## src/rtl/prog_loader.sv

```systemverilog
// Program loader: encodes field-level instruction descriptors into 16-bit words
// and writes them sequentially into program memory while holding the CPU.
module prog_loader #(
  parameter int               ADR_W    = 8,
  parameter logic [ADR_W-1:0] BASE_ADR = '0
) (
  input  logic             clk,
  input  logic             reset,
  input  logic             start,
  input  logic             in_valid,
  output logic             in_ready,
  input  logic [3:0]       in_op,
  input  logic [2:0]       in_rd,
  input  logic [2:0]       in_rs,
  input  logic [2:0]       in_rt,
  input  logic [7:0]       in_off,
  input  logic [15:0]      in_imm,
  input  logic             in_last,
  output logic [ADR_W-1:0] mem_adr,
  output logic [15:0]      mem_dout,
  output logic             mem_we,
  output logic             cpu_hold,
  output logic             done,
  output logic             overflow,
  output logic [ADR_W:0]   wcount
);

  typedef enum logic [2:0] {
    IDLE  = 3'd0,
    LOAD  = 3'd1,
    WR1   = 3'd2,
    WR2   = 3'd3,
    DONE  = 3'd4,
    ERROR = 3'd5
  } state_t;

  localparam logic [3:0] OP_LDI = 4'hA;

  state_t      state_reg;
  state_t      state_next;
  logic [15:0] word_reg;
  logic [15:0] imm_reg;
  logic        ldi_reg;
  logic        last_reg;
  logic [15:0] enc_word;
  logic        accept;
  logic        restart;
  logic        at_top;

  assign accept  = in_valid && (state_reg == LOAD);
  assign restart = start && ((state_reg == IDLE) || (state_reg == DONE) || (state_reg == ERROR));
  assign at_top  = (mem_adr == {ADR_W{1'b1}});

  // Operand fields an instruction does not use are forced to zero.
  always_comb begin
    enc_word = {3'b111, in_op, 9'b0};
    case (in_op)
      4'h0, 4'h1:                      enc_word[8:0] = {in_rd, in_rs, in_rt};
      4'h2:                            enc_word[8:0] = {3'b000, in_rs, in_rt};
      4'h3, 4'h4, 4'h5, 4'h6,
      4'h7, 4'h8, 4'h9:                enc_word[8:0] = {in_rd, 3'b000, in_rt};
      4'hA:                            enc_word[8:0] = {in_rd, 6'b0};
      4'hB:                            enc_word[8:0] = 9'b0;
      4'hC, 4'hD, 4'hE:                enc_word[8:0] = {1'b0, in_off};
      4'hF:                            enc_word[8:0] = {6'b0, in_rt};
      default:                         enc_word[8:0] = 9'b0;
    endcase
  end

  always_ff @(posedge clk or posedge reset) begin
    if (reset) begin
      state_reg <= IDLE;
    end else begin
      state_reg <= state_next;
    end
  end

  // A write at the top address is legal only if it is the program's final word.
  always_comb begin
    state_next = state_reg;
    case (state_reg)
      IDLE, DONE, ERROR: begin
        if (start) state_next = LOAD;
      end
      LOAD: begin
        if (accept) state_next = WR1;
      end
      WR1: begin
        if (ldi_reg)       state_next = at_top ? ERROR : WR2;
        else if (last_reg) state_next = DONE;
        else               state_next = at_top ? ERROR : LOAD;
      end
      WR2: begin
        if (last_reg) state_next = DONE;
        else          state_next = at_top ? ERROR : LOAD;
      end
      default: state_next = IDLE;
    endcase
  end

  always_comb begin
    in_ready = 1'b0;
    mem_we   = 1'b0;
    mem_dout = '0;
    cpu_hold = 1'b1;
    done     = 1'b0;
    overflow = 1'b0;
    case (state_reg)
      LOAD: in_ready = 1'b1;
      WR1: begin
        mem_we   = 1'b1;
        mem_dout = word_reg;
      end
      WR2: begin
        mem_we   = 1'b1;
        mem_dout = imm_reg;
      end
      DONE: begin
        done     = 1'b1;
        cpu_hold = 1'b0;
      end
      ERROR: overflow = 1'b1;
      default: ;
    endcase
  end

  always_ff @(posedge clk or posedge reset) begin
    if (reset) begin
      mem_adr  <= BASE_ADR;
      wcount   <= '0;
      word_reg <= '0;
      imm_reg  <= '0;
      ldi_reg  <= 1'b0;
      last_reg <= 1'b0;
    end else begin
      if (restart) begin
        mem_adr <= BASE_ADR;
        wcount  <= '0;
      end else if (mem_we) begin
        mem_adr <= mem_adr + 1'b1;
        wcount  <= wcount + 1'b1;
      end
      if (accept) begin
        word_reg <= enc_word;
        imm_reg  <= in_imm;
        ldi_reg  <= (in_op == OP_LDI);
        last_reg <= in_last;
      end
    end
  end

endmodule

```

## config.mk

```make
export PLATFORM = sky130hd
export DESIGN_NAME = prog_loader
export DESIGN_NICKNAME = d
export VERILOG_FILES = /design/src/rtl/prog_loader.sv
export SDC_FILE = /design/constraint.sdc
export NUM_CORES = 1
export LEC_CHECK = 0
export ABC_AREA = 1
export BUFFER_PORTS_ARGS = -buffer_cell sky130_fd_sc_hd__buf_2
export CAP_MARGIN = 15
export CORE_UTILIZATION = 56
export CTS_CLUSTER_SIZE = 12
export DETAILED_ROUTE_END_ITERATION = 16
export HOLD_SLACK_MARGIN = 0.03
export MAX_ROUTING_LAYER = met4
export PLACE_DENSITY_LB_ADDON = 0.12
export SLEW_MARGIN = 20
export SYNTH_ARGS = -nofsm -noshare
export SYNTH_HDL_FRONTEND = slang
export SYNTH_SLANG_ARGS = --single-unit
```

## constraint.sdc

```tcl
create_clock -name clk -period 3.9 [get_ports clk]
set_clock_uncertainty 0.15 [all_clocks]
set_input_delay 0.39 -clock clk [delete_from_list [all_inputs] [get_ports clk]]
set_output_delay 0.39 -clock clk [all_outputs]
set_load 0.02 [all_outputs]
```

==> reports/results.txt, run 1 <==
htree depth: 2
post-synth top area cell: dfrtp_1
Layout Cells excl Fill: 490
Die Y: 71.7 um
CTS max path bufs: 2
GR Util All Layers: 26.6%
Critical Path AT: 2.05 ns
FFs w/ async S/R, synth: 100%
multiplexer area fraction after synthesis: 0%
number of global-route vias before repair: 2437
#FFs+latches synth: 52
CTS root buffer: clkbuf_8
period utilization: 66.5%
DRC errors left: 0
Power Dens Cells: 662 nW/um^2
CTS Hold Buffers Added: 0
Startpoint Class: flop
Starting Density: 60.4%
Post-CTS Setup Inserts: 0
fmax: 385 MHz
Avg Inst Size Synth: 7.58 um^2
termination of the worst setup path: mem_dout[14]
placed insts: 482
RSZ-0062 raised after global routing: false
# resized after CTS: 0
Rel. slew slack: 41.7%
FF/Latch Area: 1300 um^2
post-synth top area share: 47.8%
Post-DP HPWL: 4.43 mm
CP max stage delay: 0.51 ns
simple-gate area share of the yosys netlist: 30.6%
Max Fanout on Critical Path: 15
VDD IR max: 0.000335 V
total CTS buffers: 5
Primary FF master, synth: dfrtp_1
# setup viols final: 0
Clock Pin Slew Worst Setup and Hold Paths: 0.10 ns
Leak: 1.77 nW
setup tns final: 0 ns
Min-Delay Path Class: input pin to async pin
Synth Area in XOR/XNOR: 0.644%
first-pass GRT wire length: 10.4 mm
Worst Setup SP: state_reg[2]
top cells by area, synth: dfrtp_1 48%, nand2_1 18%, inv_1 5.4%, o21ai_0 4.6%, nand3_1 3.7%
fillers: 387
largest family of logic cells by synthesized area: simple AND/OR/NAND/NOR gates
worst-margin pin slew: 0.874 ns
area of the multi-input gates: 1190 um^2
cell count after synthesis: 359
Core Region: 4500 um^2
syn nets: 403
Congestion Overflow GR: 0
synthesized cell area: 2720 um^2
vias per inst: 5.27
Post-Synth Adder-Cell Area: 0.920%
num rows: 24
Cell Chain, Critical Path: inv_2 -> nand2_2 -> nor2_2 -> inv_1 -> o21ai_0 -> buf_2
Routed wire per std cell: 12.5 um
Total Routed Length: 6.11 mm
Clock Latency Late Sink: 0.31 ns
drt first pass iters: 4
R2R Path End: word_reg[4]
crit path kind: flop to primary output
Reg2Reg Depth: 6
pins over their slew limit: 0
antenna violations before repair: 0
# clock sinks: 52
worst reg2reg startpoint: state_reg[2]
count of cell types in the netlist: 31
die extent in x: 71.7 um
compound-gate portion of the synthesized area: 11.6%
minimum clock period: 2.59 ns
Worst Path Required: 3.36 ns
nets: 481
port bufs: 79
CP endpoint kind: primary output
total of warnings raised by yosys: 0
status: completed
Initial DRC Count: 103
synth-to-layout area growth: 19.3%
IO Count: 80
Via Count: 2584
CP max-delay cell: nor2_2
DIE AREA: 5140 um^2
post-route ant nets: 0
Max-cap violations: 0
layout cells sized above 1: 23.5%
CTS tree: done
register area share after synthesis: 47.8%
R2R Setup Slk: 2.06 ns
ANT cells: 0
placer congestion estimate: 0.842
number of synthesized flops with an enable pin: 0
endpoints failing hold: 0
largest net degree at the start of global routing: 53
max reg flops: 16
==> worst min-delay path by stage <==
stage | startpoint | cells past startpoint | slack (ns) | to
after detailed placement | word_reg[13] | 1 | 0.32 | word_reg[13]
after global routing | in_imm[2] | 3 | 0.11 | imm_reg[2]
final | reset | 2 | 0.07 | wcount[5]
after global placement | word_reg[13] | 1 | 0.30 | word_reg[13]
after floorplan | word_reg[13] | 1 | 0.29 | word_reg[13]
after CTS | in_imm[2] | 3 | 0.11 | imm_reg[2]
==> cells by family (layout without fill, tap and decap cells) <==
group	count (synthesis)	in the layout
and+or+nand+nor	195	195
AOI/OAI and AO/OA	55	55
buffers and inverters	53	132
DFF	52	52
adders and majority gates	2	2
xor gates and xnor gates	2	2
==> metrics by stage <==
| step | hold slack [ns] | utilization (%) | area, um^2 | setup slack (ns) | total power, mW |
|---|---|---|---|---|---|
| finish | 0.0662 | 72.1 | 3250 | 1.31 | 2.15 |
| CTS | 0.108 | 72.0 | 3240 | 1.28 | 2.16 |
| detailed placement | 0.316 | 69.5 | 3130 | 1.63 | 1.78 |
| global route | 0.112 | 72.1 | 3250 | 1.06 | 2.32 |
| global placement | 0.302 | 69.5 | 3130 | 1.71 | 1.75 |
| floorplan | 0.290 | - | 2720 | 1.95 | 1.53 |
==> layout make-up <==
type | instances | share of cell area, %
sequential | 52 | 40.1
multi-input combinational | 254 | 36.7
timing repair buffer | 80 | 12.4
tap | 52 | 2.00
clock inverter | 3 | 1.43
inverter | 44 | 5.20
clock buffer | 5 | 2.12
==> critical path: cells and delay by family, from the launching register on <==
family                 cells  cell delay (ns)
AND/OR/NAND/NOR            2             0.59
AO/OA/AOI/OAI              1             0.18
flip-flops                 1             0.49
buffers and inverters      3             0.48
==> power breakdown <==
part	total, mW	switching (mW)	internal [mW]
clock network	0.384	0.190	0.194
registers	0.860	0.130	0.730
logic	0.904	0.611	0.294
total	2.15	0.931	1.22
==> placed cells by master (no fill, tap or decap) <==
cell	n
bufinv_16	1
o21bai_1	1
clkbuf_8	5
o31ai_1	1
ha_1	2
xor2_1	2
o21ai_1	1
or2_2	2
a22o_1	8
nand3b_1	1
dfrtp_1	52
nand3_1	20
nor3_1	5
clkinv_2	1
inv_4	1
nand2_2	2
buf_4	1
o21ai_0	25
inv_6	1
nor2_1	23
nor2_4	1
buf_2	79
nand3_2	1
a21oi_1	16
nor2_2	2
o22ai_1	1
nand4_1	8
inv_1	38
a21boi_1	2
nor3b_1	1
clkinvlp_4	1
nand3_4	1
inv_2	4
nand2_1	128
==> cells in the mapped netlist (2+ instances only) <==
library cell and count:
nand2_1 128, dfrtp_1 52, inv_1 39, o21ai_0 25, nor2_1 23, nand3_1 20, a21oi_1 16, a22o_1 8
nand4_1 8, nor3_1 5, buf_4 4, inv_2 4, buf_2 3, a21boi_1 2, ha_1 2, nand2_2 2
nor2_2 2, or2_2 2, xor2_1 2
==> layer usage <==
layer  track usage, %  part of all wire, %
met5                -                    0
met4             8.50                  1.4
met3             6.05                  5.5
met2             44.4                   49
met1             31.9                   44
Note: power is estimated with default switching activity, not from simulation.
==> inputs of run 2 (changes only) <==
CORE_UTILIZATION = 52   (was 56)
clock period = 2.7 ns   (was 3.9 ns; I/O delays follow)
==> reports/results.txt, run 2 (same netlist as run 1, synthesis figures left out) <==
Clock Pin Slew Worst Setup and Hold Paths: 0.09 ns (was 0.10 ns)
minimum clock period: 2.18 ns
number of global-route vias before repair: 2428 (was 2437)
Worst Path Required: 2.28 ns (was 3.36 ns)
setup tns final: 0 ns (unchanged)
commonest non-fill, non-tap cell in the layout: nand2_1 (unchanged)
Leak: 1.84 nW (was 1.77 nW)
Cell Chain, Critical Path: inv_2 -> nand2_2 -> nor2_2 -> buf_4 -> inv_1 -> o21ai_0 -> buf_2 (was inv_2 -> nand2_2 -> nor2_2 -> inv_1 -> o21ai_0 -> buf_2)
Power Dens Cells: 902 nW/um^2 (was 662 nW/um^2)
GR Util All Layers: 26.4% (was 26.6%)
placer congestion estimate: 0.861 (was 0.842)
# clock sinks: 52 (unchanged)
fmax: 459 MHz
R2R Path End: word_reg[3] (was word_reg[4])
num rows: 25 (was 24)
htree depth: 2 (unchanged)
# resized after CTS: 0 (unchanged)
ANT cells: 0 (unchanged)
Reg2Reg Depth: 6 (unchanged)
Min-Delay Startpoint: in_imm[9]
CP max stage delay: 0.49 ns (was 0.51 ns)
RSZ-0062 raised after global routing: false (unchanged)
IO Count: 80 (unchanged)
Top delay family on crit path: buffers and inverters (was simple AND/OR/NAND/NOR gates)
CTS max path bufs: 2 (unchanged)
Clock Latency Late Sink: 0.30 ns (was 0.31 ns)
nets: 498 (was 481)
R2R Setup Slk: 0.89 ns (was 2.06 ns)
DRC errors left: 0 (unchanged)
Post-CTS Setup Inserts: 0 (unchanged)
VDD IR max: 0.000572 V (was 0.000335 V)
Die Y: 74.3 um (was 71.7 um)
Starting Density: 55.8% (was 60.4%)
pre-CTS WS: 0.877 ns (was 1.63 ns)
Hold EP: imm_reg[9]
Max Fanout on Critical Path: 15 (unchanged)
synth-to-layout area growth: 25.3% (was 19.3%)
commonest non-fill, non-tap cells in the layout: 128 x nand2_1, 79 x buf_2, 52 x dfrtp_1, 38 x inv_1, 25 x o21ai_0 (unchanged)
largest net degree at the start of global routing: 37 (was 53)
worst-margin pin slew: 0.749 ns (was 0.874 ns)
period utilization: 80.6%
# setup viols final: 0 (unchanged)
CTS root buffer: clkbuf_8 (unchanged)
layout cells sized above 1: 23.0% (was 23.5%)
Rel. slew slack: 50.0% (was 41.7%)
CTS tree: done (unchanged)
port bufs: 79 (unchanged)
Max-cap violations: 0 (unchanged)
Min-Delay Path Class: input pin to flop (was input pin to async pin)
Routed wire per std cell: 12.5 um (about the same)
power consumption: 3.08 mW (was 2.15 mW)
drt first pass iters: 4 (unchanged)
first-pass GRT wire length: 10.7 mm (was 10.4 mm)
Startpoint Class: flop (unchanged)
Core Region: 4880 um^2 (was 4500 um^2)
status: completed (unchanged)
CP max-delay cell: dfrtp_1 (was nor2_2)
Post-DP HPWL: 4.60 mm (was 4.43 mm)
DIE AREA: 5530 um^2 (was 5140 um^2)
Congestion Overflow GR: 0 (unchanged)
CP endpoint kind: primary output (unchanged)
worst hold stages: 3
Initial DRC Count: 111 (was 103)
total CTS buffers: 5 (unchanged)
worst reg2reg startpoint: state_reg[2] (unchanged)
Critical path buffers and inverters: 4 (was 3)
post-route ant nets: 0 (unchanged)
Final Worst Setup Slack: 0.523 ns (was 1.31 ns)
die extent in x: 74.3 um (was 71.7 um)
Via Count: 2620 (was 2584)
antenna violations before repair: 0 (unchanged)
endpoints failing hold: 0 (unchanged)
crit path kind: flop to primary output (unchanged)
vias per inst: 5.04 (was 5.27)
Critical Path AT: 1.76 ns (was 2.05 ns)
max reg flops: 16 (unchanged)
pins over their slew limit: 0 (unchanged)
Total Routed Length: 6.48 mm (was 6.11 mm)
run 2: how the worst max path moves through the flow:
stage            startpoint      endpoint  slack [ns]  depth (start not counted)
3_3_place_gp   state_reg[2]  mem_dout[12]        0.95                          7
2_1_floorplan  state_reg[2]  mem_dout[10]        0.87                          3
5_1_grt        state_reg[2]  mem_dout[13]        0.40                          7
6_report       state_reg[2]  mem_dout[14]        0.52                          7
3_5_place_dp   state_reg[2]  mem_dout[14]        0.88                          7
4_1_cts        state_reg[2]  mem_dout[14]        0.53                          7
run 2: stage by stage:
step	hold WS [ns]	area [um^2]	instances	util, %
2_1_floorplan	0.230	2720	359	-
6_report	0.0354	3410	520	69.9
4_1_cts	0.0307	3410	520	69.9
3_3_place_gp	0.237	3170	500	65.0
5_1_grt	0.0362	3410	520	69.9
3_5_place_dp	0.237	3170	500	65.0
run 2: power breakdown:
group	internal [mW]	switching [mW]	total (mW)
Sequential	1.05	0.178	1.23
Clock	0.266	0.243	0.509
Combinational	0.444	0.889	1.33
run 2: cell type report:
type / count / area [um^2]
multi-input combinational: 254 / 1190
inverter: 44 / 168
clock inverter: 1 / 30.0
clock buffer: 5 / 68.8
timing repair buffer: 97 / 566
tap: 67 / 83.8
fill: 418 / 1470
sequential: 52 / 1300
run 2: timing repair:
item | in CTS | in global routing
hold buffers | 14 | 0
setup endpoints to repair | 0 | 0
hold endpoints to repair | 41 | 0
run 2: metal layers:
layer | track usage, % | routed length, um
met1 | 32.7 | 2810
met5 | - | 0
met2 | 43.8 | 3310
met3 | 4.88 | 282
met4 | 8.18 | 82
run 2: tightest hold or removal path: cells and delay by family:
kind / cells / cell delay [ns]
buffers and inverters: 1 / 0.09
and+or+nand+nor: 2 / 0.09
